[src/rtl/reset_seq.sv]
// Staged reset sequencer: a power-on hold, ascending per-stage release, and a slow clock-enable tick.
// Define RSTGEN_WDT_EN to build in the watchdog that restarts the sequence while in RUN.
module reset_seq #(
   parameter int unsigned POR_CYCLES = 16,
   parameter int unsigned STAGE_GAP  = 4,
   parameter int unsigned N_STAGES   = 2,
   parameter int unsigned CE_DIV     = 6,
   parameter int unsigned WDT_CYCLES = 6000000
) (
   input  logic                clk_i,
   input  logic                rst_i,
   input  logic                sw_req_i,
   input  logic                wdt_kick_i,
   output logic [N_STAGES-1:0] rst_out_o,
   output logic                ready_o,
   output logic                ce_out_o,
   output logic                wdt_fired_o
);

   localparam int unsigned PorW = $clog2(POR_CYCLES + 1);
   localparam int unsigned GapW = $clog2(STAGE_GAP + 1);
   localparam int unsigned IdxW = $clog2(N_STAGES + 1);
   localparam int unsigned DivW = $clog2(CE_DIV + 1);

   localparam logic [PorW-1:0] PorMax  = PorW'(POR_CYCLES);
   localparam logic [GapW-1:0] GapMax  = GapW'(STAGE_GAP);
   localparam logic [IdxW-1:0] LastIdx = IdxW'(N_STAGES - 1);
   localparam logic [DivW-1:0] DivMax  = DivW'(CE_DIV);

   localparam logic [1:0] StHold  = 2'd0;
   localparam logic [1:0] StStage = 2'd1;
   localparam logic [1:0] StRun   = 2'd2;

   // Declaration initialisers give the post-configuration state, so the sequence runs without rst.
   logic [1:0]          state_q   = StHold;
   logic [PorW-1:0]     por_cnt_q = '0;
   logic [GapW-1:0]     gap_cnt_q = '0;
   logic [IdxW-1:0]     idx_q     = '0;
   logic [N_STAGES-1:0] rst_out_q = '1;
   logic                ready_q   = 1'b0;
   logic [DivW-1:0]     div_q     = '0;
   logic                ce_q      = 1'b0;

   logic [1:0]          state_d;
   logic [PorW-1:0]     por_cnt_d;
   logic [GapW-1:0]     gap_cnt_d;
   logic [GapW-1:0]     gap_inc;
   logic [IdxW-1:0]     idx_d;
   logic [N_STAGES-1:0] rst_out_d;
   logic                ready_d;
   logic [DivW-1:0]     div_d;
   logic [DivW-1:0]     div_inc;
   logic                ce_d;

   logic                wdt_fire;
   logic                restart;

   assign restart = rst_i | sw_req_i | wdt_fire;

   always_comb begin
      state_d   = state_q;
      por_cnt_d = por_cnt_q;
      gap_cnt_d = gap_cnt_q;
      idx_d     = idx_q;
      rst_out_d = rst_out_q;
      ready_d   = ready_q;
      gap_inc   = gap_cnt_q + 1'b1;
      case (state_q)
         StHold: begin
            rst_out_d = '1;
            ready_d   = 1'b0;
            if (por_cnt_q == PorMax) begin
               // Shifting in a zero clears the lowest still-asserted stage.
               rst_out_d = rst_out_q << 1;
               por_cnt_d = '0;
               gap_cnt_d = '0;
               idx_d     = IdxW'(1);
               if (N_STAGES == 1) begin
                  state_d = StRun;
                  ready_d = 1'b1;
               end else begin
                  state_d = StStage;
               end
            end else begin
               por_cnt_d = por_cnt_q + 1'b1;
            end
         end
         StStage: begin
            if (gap_inc == GapMax) begin
               rst_out_d = rst_out_q << 1;
               gap_cnt_d = '0;
               if (idx_q == LastIdx) begin
                  state_d = StRun;
                  ready_d = 1'b1;
                  idx_d   = '0;
               end else begin
                  idx_d = idx_q + 1'b1;
               end
            end else begin
               gap_cnt_d = gap_inc;
            end
         end
         StRun: begin
            rst_out_d = '0;
            ready_d   = 1'b1;
         end
         default: begin
            state_d   = StHold;
            por_cnt_d = '0;
            gap_cnt_d = '0;
            idx_d     = '0;
            rst_out_d = '1;
            ready_d   = 1'b0;
         end
      endcase
   end

   // Divider idles while stage 0 is still in reset.
   always_comb begin
      div_d   = div_q;
      ce_d    = 1'b0;
      div_inc = div_q + 1'b1;
      if (rst_out_q[0]) begin
         div_d = '0;
      end else if (div_inc == DivMax) begin
         div_d = '0;
         ce_d  = 1'b1;
      end else begin
         div_d = div_inc;
      end
   end

   always_ff @(posedge clk_i) begin
      if (restart) begin
         state_q   <= StHold;
         por_cnt_q <= '0;
         gap_cnt_q <= '0;
         idx_q     <= '0;
         rst_out_q <= '1;
         ready_q   <= 1'b0;
         div_q     <= '0;
         ce_q      <= 1'b0;
      end else begin
         state_q   <= state_d;
         por_cnt_q <= por_cnt_d;
         gap_cnt_q <= gap_cnt_d;
         idx_q     <= idx_d;
         rst_out_q <= rst_out_d;
         ready_q   <= ready_d;
         div_q     <= div_d;
         ce_q      <= ce_d;
      end
   end

`ifdef RSTGEN_WDT_EN
   localparam int unsigned WdtW = $clog2(WDT_CYCLES + 1);
   localparam logic [WdtW-1:0] WdtMax = WdtW'(WDT_CYCLES);

   logic [WdtW-1:0] wdt_cnt_q = '0;
   logic [WdtW-1:0] wdt_cnt_d;
   logic [WdtW-1:0] wdt_inc;
   logic            fired_q   = 1'b0;
   logic            fired_d;

   // A kick on the terminal cycle wins over the timeout.
   always_comb begin
      wdt_cnt_d = '0;
      wdt_fire  = 1'b0;
      wdt_inc   = wdt_cnt_q + 1'b1;
      if (state_q == StRun) begin
         if (wdt_kick_i) begin
            wdt_cnt_d = '0;
         end else if (wdt_inc == WdtMax) begin
            wdt_fire = 1'b1;
         end else begin
            wdt_cnt_d = wdt_inc;
         end
      end
   end

   always_comb begin
      fired_d = fired_q;
      if (rst_i) begin
         fired_d = 1'b0;
      end else if (wdt_fire) begin
         fired_d = 1'b1;
      end
   end

   always_ff @(posedge clk_i) begin
      if (restart) begin
         wdt_cnt_q <= '0;
      end else begin
         wdt_cnt_q <= wdt_cnt_d;
      end
      fired_q <= fired_d;
   end

   assign wdt_fired_o = fired_q;
`else
   logic unused_wdt_kick;

   assign unused_wdt_kick = wdt_kick_i;
   assign wdt_fire        = 1'b0;
   assign wdt_fired_o     = 1'b0;
`endif

   assign rst_out_o = rst_out_q;
   assign ready_o   = ready_q;
   assign ce_out_o  = ce_q;

endmodule
[config.mk]
export PLATFORM = sky130hd
export DESIGN_NAME = reset_seq
export DESIGN_NICKNAME = d
export VERILOG_FILES = /design/src/rtl/reset_seq.sv
export SDC_FILE = /design/constraint.sdc
export NUM_CORES = 1
export LEC_CHECK = 0
export CORE_MARGIN = 10
export CORE_UTILIZATION = 40
export DETAILED_ROUTE_END_ITERATION = 8
export HOLD_SLACK_MARGIN = 0.03
export RECOVER_POWER = 50
export SLEW_MARGIN = 20
export SYNTH_ARGS = -nofsm -noshare
export SYNTH_HDL_FRONTEND = slang
export SYNTH_SLANG_ARGS = --single-unit
[constraint.sdc]
create_clock -name clk_i -period 4.1 [get_ports clk_i]
set_input_delay 0.82 -clock clk_i [delete_from_list [all_inputs] [get_ports clk_i]]
set_output_delay 0.82 -clock clk_i [all_outputs]
set_load 0.02 [all_outputs]
# After elaboration in Yosys (flattened, before gate mapping)
# Cells that the tools add are included.
# totals
out_inout_bits,5
reg_bits,19
inputBits,4
word_cells,50
# op_classes
n_bitwise,2
reduce_logical,8
n_mux,19
n_eq_ne,9
n_addsub,4
# ops
cell,n
$pmux 2 s3,3
$mux 2,7
$pmux 5 s2,1
$pmux 3 s3,1
$add 3x1->3 const B,2
$eq 3x3->1 const B,2
$mux 3,2
$ne 2x2->1 const B,3
$add 5x1->5 const B,1
$eq 5x5->1 const B,1
$mux 5,1
$eq 2x1->1 const B,2
$reduce_and 2->1,2
$reduce_and 4->1,1
$reduce_or 2->1,2
$mux 1,3
$reduce_and 3->1,1
$reduce_or 3->1,1
$add 2x1->2 const B,1
$eq 2x2->1 const B,1
$logic_not 2->1,1
$pmux 1 s2,1
$not 1->1,1
$or 1x1->1,1

# Depth between registers and ports, before layout
# Gate-level depths: netlist (run 1).
# logic_depth
ltp_word,4
ltp_mapped,7
ltp_nobuf,6

# Least setup slack after synthesis (run 1)
# Ideal clock, no wire load.
# synth_path
path_kind,input to register
start,in sw_req_i
end,reg ce_q (netlist: ce_out_o)
path_slack_ns,2.428
path_buffers,2
arrival_time_ns,1.594
path_stages,4
setup_time_ns,0.078
required_time_ns,4.022
cell_sequence,or2_2 -> clkbuf_1 -> clkbuf_1 -> nor3_1
# synth_via
elab_chain_len,2
# synth_lines
element,line,rtl
start: declaration,12,"input logic sw_req_i,"
$or 1x1->1,58,assign restart = rst_i | sw_req_i | wdt_fire;
$reduce_or 2->1 (no source line),-,
end signal: assignment,142,ce_q <= 1'b0;
end signal: assignment,151,ce_q <= ce_d;
end: declaration,42,logic ce_q = 1'b0;
# Every way passes these cells.
# A chain may end at the register's enable or synchronous reset.

# Worst setup path after layout (run 1)
# layout_path
start,in rst_i
end,reg por_cnt_q[2]
# layout_via
elab_chain_len,1
# layout_lines
element,line,rtl
start: declaration,11,"input logic rst_i,"
$or 1x1->1,58,
end signal: assignment,145,por_cnt_q <= por_cnt_d;
end: declaration,36,logic [PorW-1:0] por_cnt_q = '0;
# Every way passes these cells.

==> flow_summary_export.csv, run 1 <==
group,metric,value,unit
placed_design,pre_cts_ws,1.96,ns
routing,vias,774,
yosys,synth_flop_cell,"dfxtp_1",
routing,dr.pass1.iters,5,
timing,timing.setup.tns,0,ns
clock_network,htree_levels,1,
cells_and_area,fin_cells,146,
job,drv_cap,0,
setup_path,crit_type,"input port to register",
routing,remaining_drc_errors,0,
setup_path,critical_path_arrival,2.42,ns
power_and_ir_drop,leakagePower,0.424,nW
yosys,synth_area,973,um^2
yosys,synth_async_sr_flop_share,0,
setup_path,crit_start,"rst_i",
clock_network,path_clk_slew,0.11,ns
yosys,synth_area_leader_cell,"dfxtp_1",
global_route,grt_max_degree,17,
cells_and_area,layout_common_cells,"19 x dfxtp_1, 11 x nor2_1, 11 x a21oi_1, 11 x nand2_1, 10 x ha_1",
setup_path,slowest_stage,"or2_0",
global_route,grt_util_met3,0.0371,
cells_and_area,drive_above_1_share,0.0424,
floorplan,initial_core_util,0.432,
yosys,synth_edf_count,0,
routing,viasPerCell,5.30,
status,status,"completed",
cells_and_area,area_delta_synth_final,10.0,%
global_route,grtUsageMet2,0.142,
cells_and_area,layout_commonest_cell,"dfxtp_1",
placed_design,dpl.hpwl,1390,um
timing,hold_violations,0,
floorplan,fp.coreArea,2250,um^2
clock_network,clock_sinks,19,
setup_path,worst-endpoint-required,4.30,ns
timing,timing.fmax,450,MHz
floorplan,dieWidth,69.3,um
floorplan,rows,17,
global_route,grt_first_pass_wirelength,3420,um
floorplan,fp.dieArea,4810,um^2
yosys,seq_area_frac_synth,0.391,
clock_network,clk_path_buf_depth,2,
clock_network,cts_root_buf,"clkbuf_4",
clock_network,cts_tree,"yes",
cells_and_area,finalInstanceArea,1070,um^2
yosys,synthesis.instances,113,
yosys,synth_seq_cells,19,
setup_path,worstPathCellList,"dlygate4sd3_1 -> or2_0 -> nor3b_1 -> a32o_1",
yosys,synth_area_leaders,"dfxtp_1 39%, ha_1 13%, a21oi_1 5.7%, nand2_1 4.2%, nor2_1 4.2%",
timing,min_period_over_period,0.542,
setup_path,end_kind,"register",
clock_network,insertion_delay,0.30,ns
timing,min_period,2.22,ns
setup_path,crit_end,"por_cnt_q[2]",
yosys,synth_top_area_frac,0.391,
global_route,grt.total_usage,0.0828,
cells_and_area,n_antenna_cell,0,
setup_path,worst_setup_path_start_kind,"input port",
placed_design,placed_cell_area,1040,um^2
setup_path,reg2regPathDepth,5,
clock_network,cts_buffers,3,
timing,finalClockSkew,0.00785,ns
power_and_ir_drop,total_power,292,uW
cells_and_area,multi_input_area,543,um^2
global_route,grt.busiest_layer,"met2",
routing,wire_per_inst,12.6,um
timing,setup_viol,0,
setup_path,r2r_slack,2.34,ns
routing,ant_nets,0,
setup_path,r2r-start,"state_q[1]",
cells_and_area,seqCellArea,380,um^2
setup_path,timing.critical_path.slowest_cell_delay,0.70,ns
min_path,hold_class,"register to register",
global_route,antenna_found_initial,0,
floorplan,top_level_ports,9,
cells_and_area,final_nets,133,
setup_path,path_max_fanout,16,
timing,setup_ws,1.88,ns
placed_design,place_congestion,0.722,
global_route,grt-ovfl-total,0,
routing,drt_wl_total,1840,um
timing,drv_slew,0,
power_and_ir_drop,ir_drop,0.236,mV
clock_network,postCtsHoldBufs,0,
cells_and_area,fill_cells,244,
routing,drt_iter0_markers,21,
clock_network,postCtsSetupBuffers,0,
yosys,yosysUniqueCellTypes,30,
timing,tightest_slew,0.897,ns
floorplan,die_h,69.3,um
power_and_ir_drop,p_per_area,273,nW/um^2
global_route,grtUsageMet1,0.0876,
yosys,yosys_warnings,0,
global_route,grt_pass1_vias,755,
yosys,syn_area_per_cell,8.61,um^2
placed_design,dp_cells,142,
yosys,syn_nets,127,
setup_path,worstReg2RegEnd,"state_q[0]",
clock_network,cts.repair.resized,0,
timing,rsz0062_at_grt,"false",
placed_design,io_buffers,6,
timing,max_slew_margin,0.402,
worst min path at each step:
stage                to      from  cells after the start
3_3_place_gp   div_q[0]  div_q[0]                      1
3_5_place_dp   div_q[0]  div_q[0]                      1
6_report       idx_q[1]  idx_q[1]                      2
2_1_floorplan  div_q[0]  div_q[0]                      1
5_1_grt        idx_q[1]  idx_q[1]                      2
4_1_cts        idx_q[1]  idx_q[1]                      2
power by group:
| group | internal [mW] | switching [mW] |
|---|---|---|
| clock network | 0.0379 | 0.0573 |
| logic | 0.00397 | 0.00645 |
| registers | 0.185 | 0.00107 |
synth_stat cells (2+ instances only):
cell      number
a211oi_1       2
nand2_1       11
dfxtp_1       19
nor3_1         6
a41o_1         2
inv_1          7
nor2b_1        2
ha_1          10
nor2_1        11
xor2_1         2
clkbuf_1       3
a21o_1         2
nand3_1        3
o21ai_0        5
a21oi_1       11
or3_1          3
critical path: cells and delay by family:
kind	cells	cell delay, ns
and+or+nand+nor	2	0.82
buffers and inverters	1	0.55
AOI/OAI and AO/OA	1	0.23
registers in the layout (all words and copies together) (netlist names):
signal	cells
por_cnt_q	5
idx_q	2
rst_out_o	2
state_q	2
ce_out_o	1
ready_o	1
gap_cnt_q	3
div_q	3
through the flow:
stage                     utilization  hold WS, ns
after detailed placement        0.463        0.445
final                           0.475        0.461
after CTS                       0.475        0.464
after global routing            0.475        0.483
after global placement          0.463        0.438
after floorplan                     -        0.421
area by class of cell:
cell class | count | share of cell area
multi-input combinational | 82 | 0.507
sequential | 19 | 0.355
timing repair buffer | 6 | 0.0561
tap | 28 | 0.0327
clock buffer | 4 | 0.0245
inverter | 7 | 0.0245
layer usage:
metal | up-vias | routed length [um]
met2 | 18 | 876
met3 | 2 | 120
met4 | 0 | 16
li1 | 402 | -
met1 | 352 | 828
met5 | - | 0
logic make-up after synthesis:
kind of cell               share of synthesized area
adders and majority gates                      0.129
muxes                                         0.0103
DFF                                            0.391
and+or+nand+nor                                0.237
xor gates and xnor gates                      0.0180
other                                        0.00385
buffers and inverters                         0.0514
AOI/OAI and AO/OA                              0.161
No activity file was read; power rests on OpenSTA's default activity.
==> run 2, diff against run 1 <==
clock period = 2.2 ns   (was 4.1 ns; I/O delays follow)
==> flow_summary_export.csv, run 2 (same netlist as run 1, synthesis figures left out) <==
group,metric,value,unit
routing,viasPerCell,5.31,
cells_and_area,fin_util,0.475,
global_route,grt_pass1_vias,769,
cells_and_area,largest_reg_flops,5,
cells_and_area,fin_cells,146,
min_path,hold_depth,2,
clock_network,insertion_delay,0.30,ns
floorplan,fp.dieArea,4810,um^2
clock_network,htree_levels,1,
min_path,hold_path.startpoint,"idx_q[1]",
timing,tightest_slew,0.957,ns
routing,vias,775,
clock_network,path_clk_slew,0.11,ns
clock_network,clock_sinks,19,
timing,setup_viol,0,
min_path,hold_class,"register to register",
cells_and_area,multi_input_area,543,um^2
clock_network,postCtsSetupBuffers,0,
clock_network,cts.repair.resized,0,
setup_path,r2r_slack,0.46,ns
clock_network,cts_tree,"yes",
global_route,antenna_found_initial,0,
status,status,"completed",
floorplan,dieWidth,69.3,um
placed_design,dpl.hpwl,1290,um
routing,drt_iter0_markers,61,
power_and_ir_drop,p_per_area,512,nW/um^2
routing,ant_nets,0,
routing,dr.pass1.iters,4,
setup_path,path_max_fanout,16,
placed_design,place_congestion,0.721,
min_path,whs_endpoint,"idx_q[1]",
timing,timing.fmax,535,MHz
cells_and_area,final_nets,133,
power_and_ir_drop,leakagePower,0.424,nW
setup_path,end_kind,"register",
clock_network,cts_root_buf,"clkbuf_4",
cells_and_area,drive_above_1_share,0.0424,
cells_and_area,layout_common_cells,"19 x dfxtp_1, 11 x nor2_1, 11 x a21oi_1, 11 x nand2_1, 10 x ha_1",
routing,drt_wl_total,1830,um
setup_path,crit_type,"input port to register",
power_and_ir_drop,pwr-share-seq,0.634,
cells_and_area,fill_cells,234,
timing,holdWs,0.457,ns
cells_and_area,layout_commonest_cell,"dfxtp_1",
power_and_ir_drop,ir_drop,0.279,mV
setup_path,r2r-start,"state_q[1]",
timing,timing.setup.tns,0,ns
timing,rsz0062_at_grt,"false",
cells_and_area,seqCellArea,380,um^2
floorplan,top_level_ports,9,
placed_design,pre_cts_ws,0.468,ns
timing,min_period,1.87,ns
cells_and_area,finalInstanceArea,1070,um^2
routing,wire_per_inst,12.6,um
floorplan,initial_core_util,0.432,
cells_and_area,area_delta_synth_final,10.0,%
cells_and_area,top_register,"por_cnt_q",
clock_network,postCtsHoldBufs,0,
setup_path,worst-endpoint-required,2.41,ns
timing,min_period_over_period,0.849,
timing,drv_slew,0,
global_route,grt_first_pass_wirelength,3570,um
timing,max_slew_margin,0.362,
placed_design,placed_cell_area,1040,um^2
power_and_ir_drop,internal_power,424,uW
power_and_ir_drop,comb_power_share,0.035,
floorplan,die_h,69.3,um
setup_path,critical_path_arrival,2.07,ns
floorplan,fp.coreArea,2250,um^2
timing,hold_violations,0,
job,drv_cap,0,
global_route,grt-ovfl-total,0,
power_and_ir_drop,sw_frac_of_total,0.227,
routing,remaining_drc_errors,0,
global_route,grt.total_usage,0.0877,
cells_and_area,n_antenna_cell,0,
cells_and_area,reg_top3,"por_cnt_q: 5 flops, div_q: 3 flops, gap_cnt_q: 3 flops",
placed_design,dp_cells,142,
global_route,grt_max_degree,17,
power_and_ir_drop,p_clk_frac,0.331,
timing,finalClockSkew,0.000817,ns
timing,setup_ws,0.332,ns
floorplan,rows,17,
power_and_ir_drop,power_switching,125,uW
setup_path,worst_setup_path_start_kind,"input port",
power_and_ir_drop,total_power,549,uW
placed_design,io_buffers,6,
clock_network,clk_path_buf_depth,2,
setup_path,reg2regPathDepth,5,
clock_network,cts_buffers,3,
setup_path,worstReg2RegEnd,"state_q[0]",
-- run 2: cell counts in the layout (fill, tap and decap cells not counted) --
No cell type changed its count.
-- run 2: routing by layer --
metal,GRT usage,vias to the layer above,routed length (um)
li1,-,400,-
met1,0.0964,356,879
met2,0.140,14,808
met3,0.0399,5,109
met4,0.0399,0,37
met5,0,-,0
-- run 2: critical path, stage by stage --
cell           delay [ns]
dlygate4sd3_1        0.54
or2_0                0.74
nor3b_1              0.12
a32o_1               0.23
-- run 2: final cells by class --
class | count | area share
sequential | 19 | 0.355
timing repair buffer | 6 | 0.0561
inverter | 7 | 0.0245
multi-input combinational | 82 | 0.507
tap | 28 | 0.0327
clock buffer | 4 | 0.0245
-- run 2: worst max-delay path by stage --
| stage | start | end | slack [ns] | cells past startpoint |
|---|---|---|---|---|
| after global routing | rst_i | por_cnt_q[2] | 0.25 | 4 |
| final | rst_i | por_cnt_q[2] | 0.33 | 4 |
| after CTS | rst_out_o[0] | rst_out_o[0] | 0.40 | 1 |
| after detailed placement | sw_req_i | por_cnt_q[2] | 0.47 | 4 |
| after floorplan | por_cnt_q[0] | por_cnt_q[3] | 0.74 | 6 |
| after global placement | sw_req_i | por_cnt_q[2] | 0.47 | 4 |
-- run 2: power groups by stage --
stage	registers [mW]	clock network, mW	logic (mW)
after global routing	0.348	0.202	0.0221
after detailed placement	0.356	0	0.0200
after floorplan	0.355	0	0.0156
after global placement	0.356	0	0.0199
after CTS	0.348	0.189	0.0200
final	0.348	0.181	0.0194
==> run 3, diff against run 2 <==
clock period = 1.5 ns   (was 2.2 ns; I/O delays follow)
==> flow_summary_export.csv, run 3 (same netlist as run 1, synthesis figures left out) <==
group,metric,value,unit
setup_path,worst_setup_path_start_kind,"register",
timing,drv_slew,0,
cells_and_area,drive_above_1_share,0.292,
min_path,hold_depth,2,
global_route,grt.total_usage,0.0894,
clock_network,cts_tree,"yes",
clock_network,cts_root_buf,"clkbuf_4",
placed_design,io_buffers,6,
status,status,"completed",
timing,rsz0062_at_grt,"true",
timing,hold_violations,0,
floorplan,die_h,69.3,um
timing,timing.fmax,675,MHz
cells_and_area,n_antenna_cell,0,
setup_path,r2r_slack,0.02,ns
floorplan,fp.dieArea,4810,um^2
timing,finalClockSkew,0.00527,ns
timing,min_period_over_period,0.988,
floorplan,rows,17,
power_and_ir_drop,internal_power,624,uW
clock_network,clk_path_buf_depth,2,
setup_path,worst-endpoint-required,1.76,ns
cells_and_area,top_register,"por_cnt_q",
cells_and_area,layout_commonest_cell,"buf_4",
setup_path,critical_path_arrival,1.74,ns
clock_network,clock_sinks,19,
timing,setup_viol,0,
setup_path,path_max_fanout,5,
power_and_ir_drop,p_clk_frac,0.333,
clock_network,path_clk_slew,0.12,ns
global_route,antenna_found_initial,0,
timing,max_slew_margin,0.650,
power_and_ir_drop,power_switching,198,uW
global_route,grt_max_degree,12,
setup_path,end_kind,"register",
routing,drt_iter0_markers,37,
cells_and_area,final_nets,152,
timing,tightest_slew,0.525,ns
job,drv_cap,0,
placed_design,dpl.hpwl,1630,um
min_path,hold_class,"register to register",
power_and_ir_drop,ir_drop,0.638,mV
setup_path,reg2regPathDepth,6,
timing,timing.setup.tns,0,ns
floorplan,fp.coreArea,2250,um^2
power_and_ir_drop,sw_frac_of_total,0.241,
cells_and_area,layout_common_cells,"18 x buf_4, 15 x dfxtp_1, 11 x nor2_1, 11 x nand2_1, 9 x a21oi_1",
cells_and_area,fill_cells,222,
floorplan,top_level_ports,9,
global_route,grt_first_pass_wirelength,3680,um
placed_design,place_congestion,0.730,
floorplan,initial_core_util,0.432,
power_and_ir_drop,comb_power_share,0.048,
setup_path,crit_type,"register to register",
power_and_ir_drop,total_power,822,uW
cells_and_area,largest_reg_flops,5,
routing,vias,859,
timing,min_period,1.48,ns
clock_network,insertion_delay,0.31,ns
power_and_ir_drop,p_per_area,641,nW/um^2
cells_and_area,area_delta_synth_final,31.7,%
floorplan,dieWidth,69.3,um
global_route,grt-ovfl-total,0,
clock_network,htree_levels,1,
power_and_ir_drop,leakagePower,0.525,nW
routing,drt_wl_total,2200,um
routing,viasPerCell,5.21,
routing,remaining_drc_errors,0,
routing,dr.pass1.iters,4,
clock_network,cts_buffers,3,
global_route,grt_pass1_vias,848,
routing,wire_per_inst,13.3,um
routing,ant_nets,0,
cells_and_area,reg_top3,"por_cnt_q: 5 flops, div_q: 3 flops, gap_cnt_q: 3 flops",
power_and_ir_drop,pwr-share-seq,0.619,
==> run 3: path summary, 6_finish.rpt <==
| kind | start | to |
|---|---|---|
| setup / recovery | por_cnt_q[1] | idx_q[0] |
| hold / removal | idx_q[1] | idx_q[1] |
| setup reg to reg | por_cnt_q[1] | idx_q[0] |
| hold reg to reg | idx_q[1] | idx_q[1] |
==> run 3: cell type report <==
class,instances,area [um^2],share of cell area
clock buffer,3,22.5,0.0176
multi-input combinational,82,613,0.478
sequential,19,385,0.300
inverter,7,26.3,0.0205
tap,28,35.0,0.0273
timing repair buffer,25,195,0.152
clock inverter,1,5.00,0.00390
==> run 3: worst max-delay path: stages, from the launching register on <==
cell       delay, ns
dfxtp_1         0.33
inv_1           0.06
ha_2            0.19
nand4bb_4       0.12
a21o_1          0.23
or3_4           0.38
a21oi_2         0.11
==> run 3: metal layers <==
layer / track usage / vias to the layer above / share of wire
li1: - / 436 / -
met1: 0.0941 / 408 / 0.42
met2: 0.155 / 11 / 0.52
met3: 0.0357 / 4 / 0.043
met4: 0.0333 / 0 / 0.011
met5: 0 / - / 0
==> run 3: through the flow <==
step | utilization | cell area, um^2 | setup slack [ns] | instances | hold slack [ns]
6_report | 0.569 | 1280 | 0.0185 | 165 | 0.469
5_1_grt | 0.569 | 1280 | -0.0539 | 165 | 0.496
4_1_cts | 0.542 | 1220 | 0.00445 | 165 | 0.470
3_5_place_dp | 0.527 | 1190 | -0.0567 | 161 | 0.444
3_3_place_gp | 0.527 | 1190 | -0.0211 | 161 | 0.427
2_1_floorplan | - | 973 | 0.0394 | 113 | 0.421
==> run 3: timing repair <==
item,4_1_cts,5_1_grt
hold buffers,0,0
endpoints found under the setup margin,11,13
gates cloned,0,0
resized for setup,7,15
pin swaps,1,3
buffers inserted,0,0
==> run 3: power by group through the flow <==
stage	Sequential [mW]	Clock, mW	Combinational (mW)
global route	0.509	0.303	0.0442
CTS	0.509	0.285	0.0392
floorplan	0.521	0	0.0229
detailed placement	0.520	0	0.0391
global placement	0.520	0	0.0387
finish	0.509	0.274	0.0392
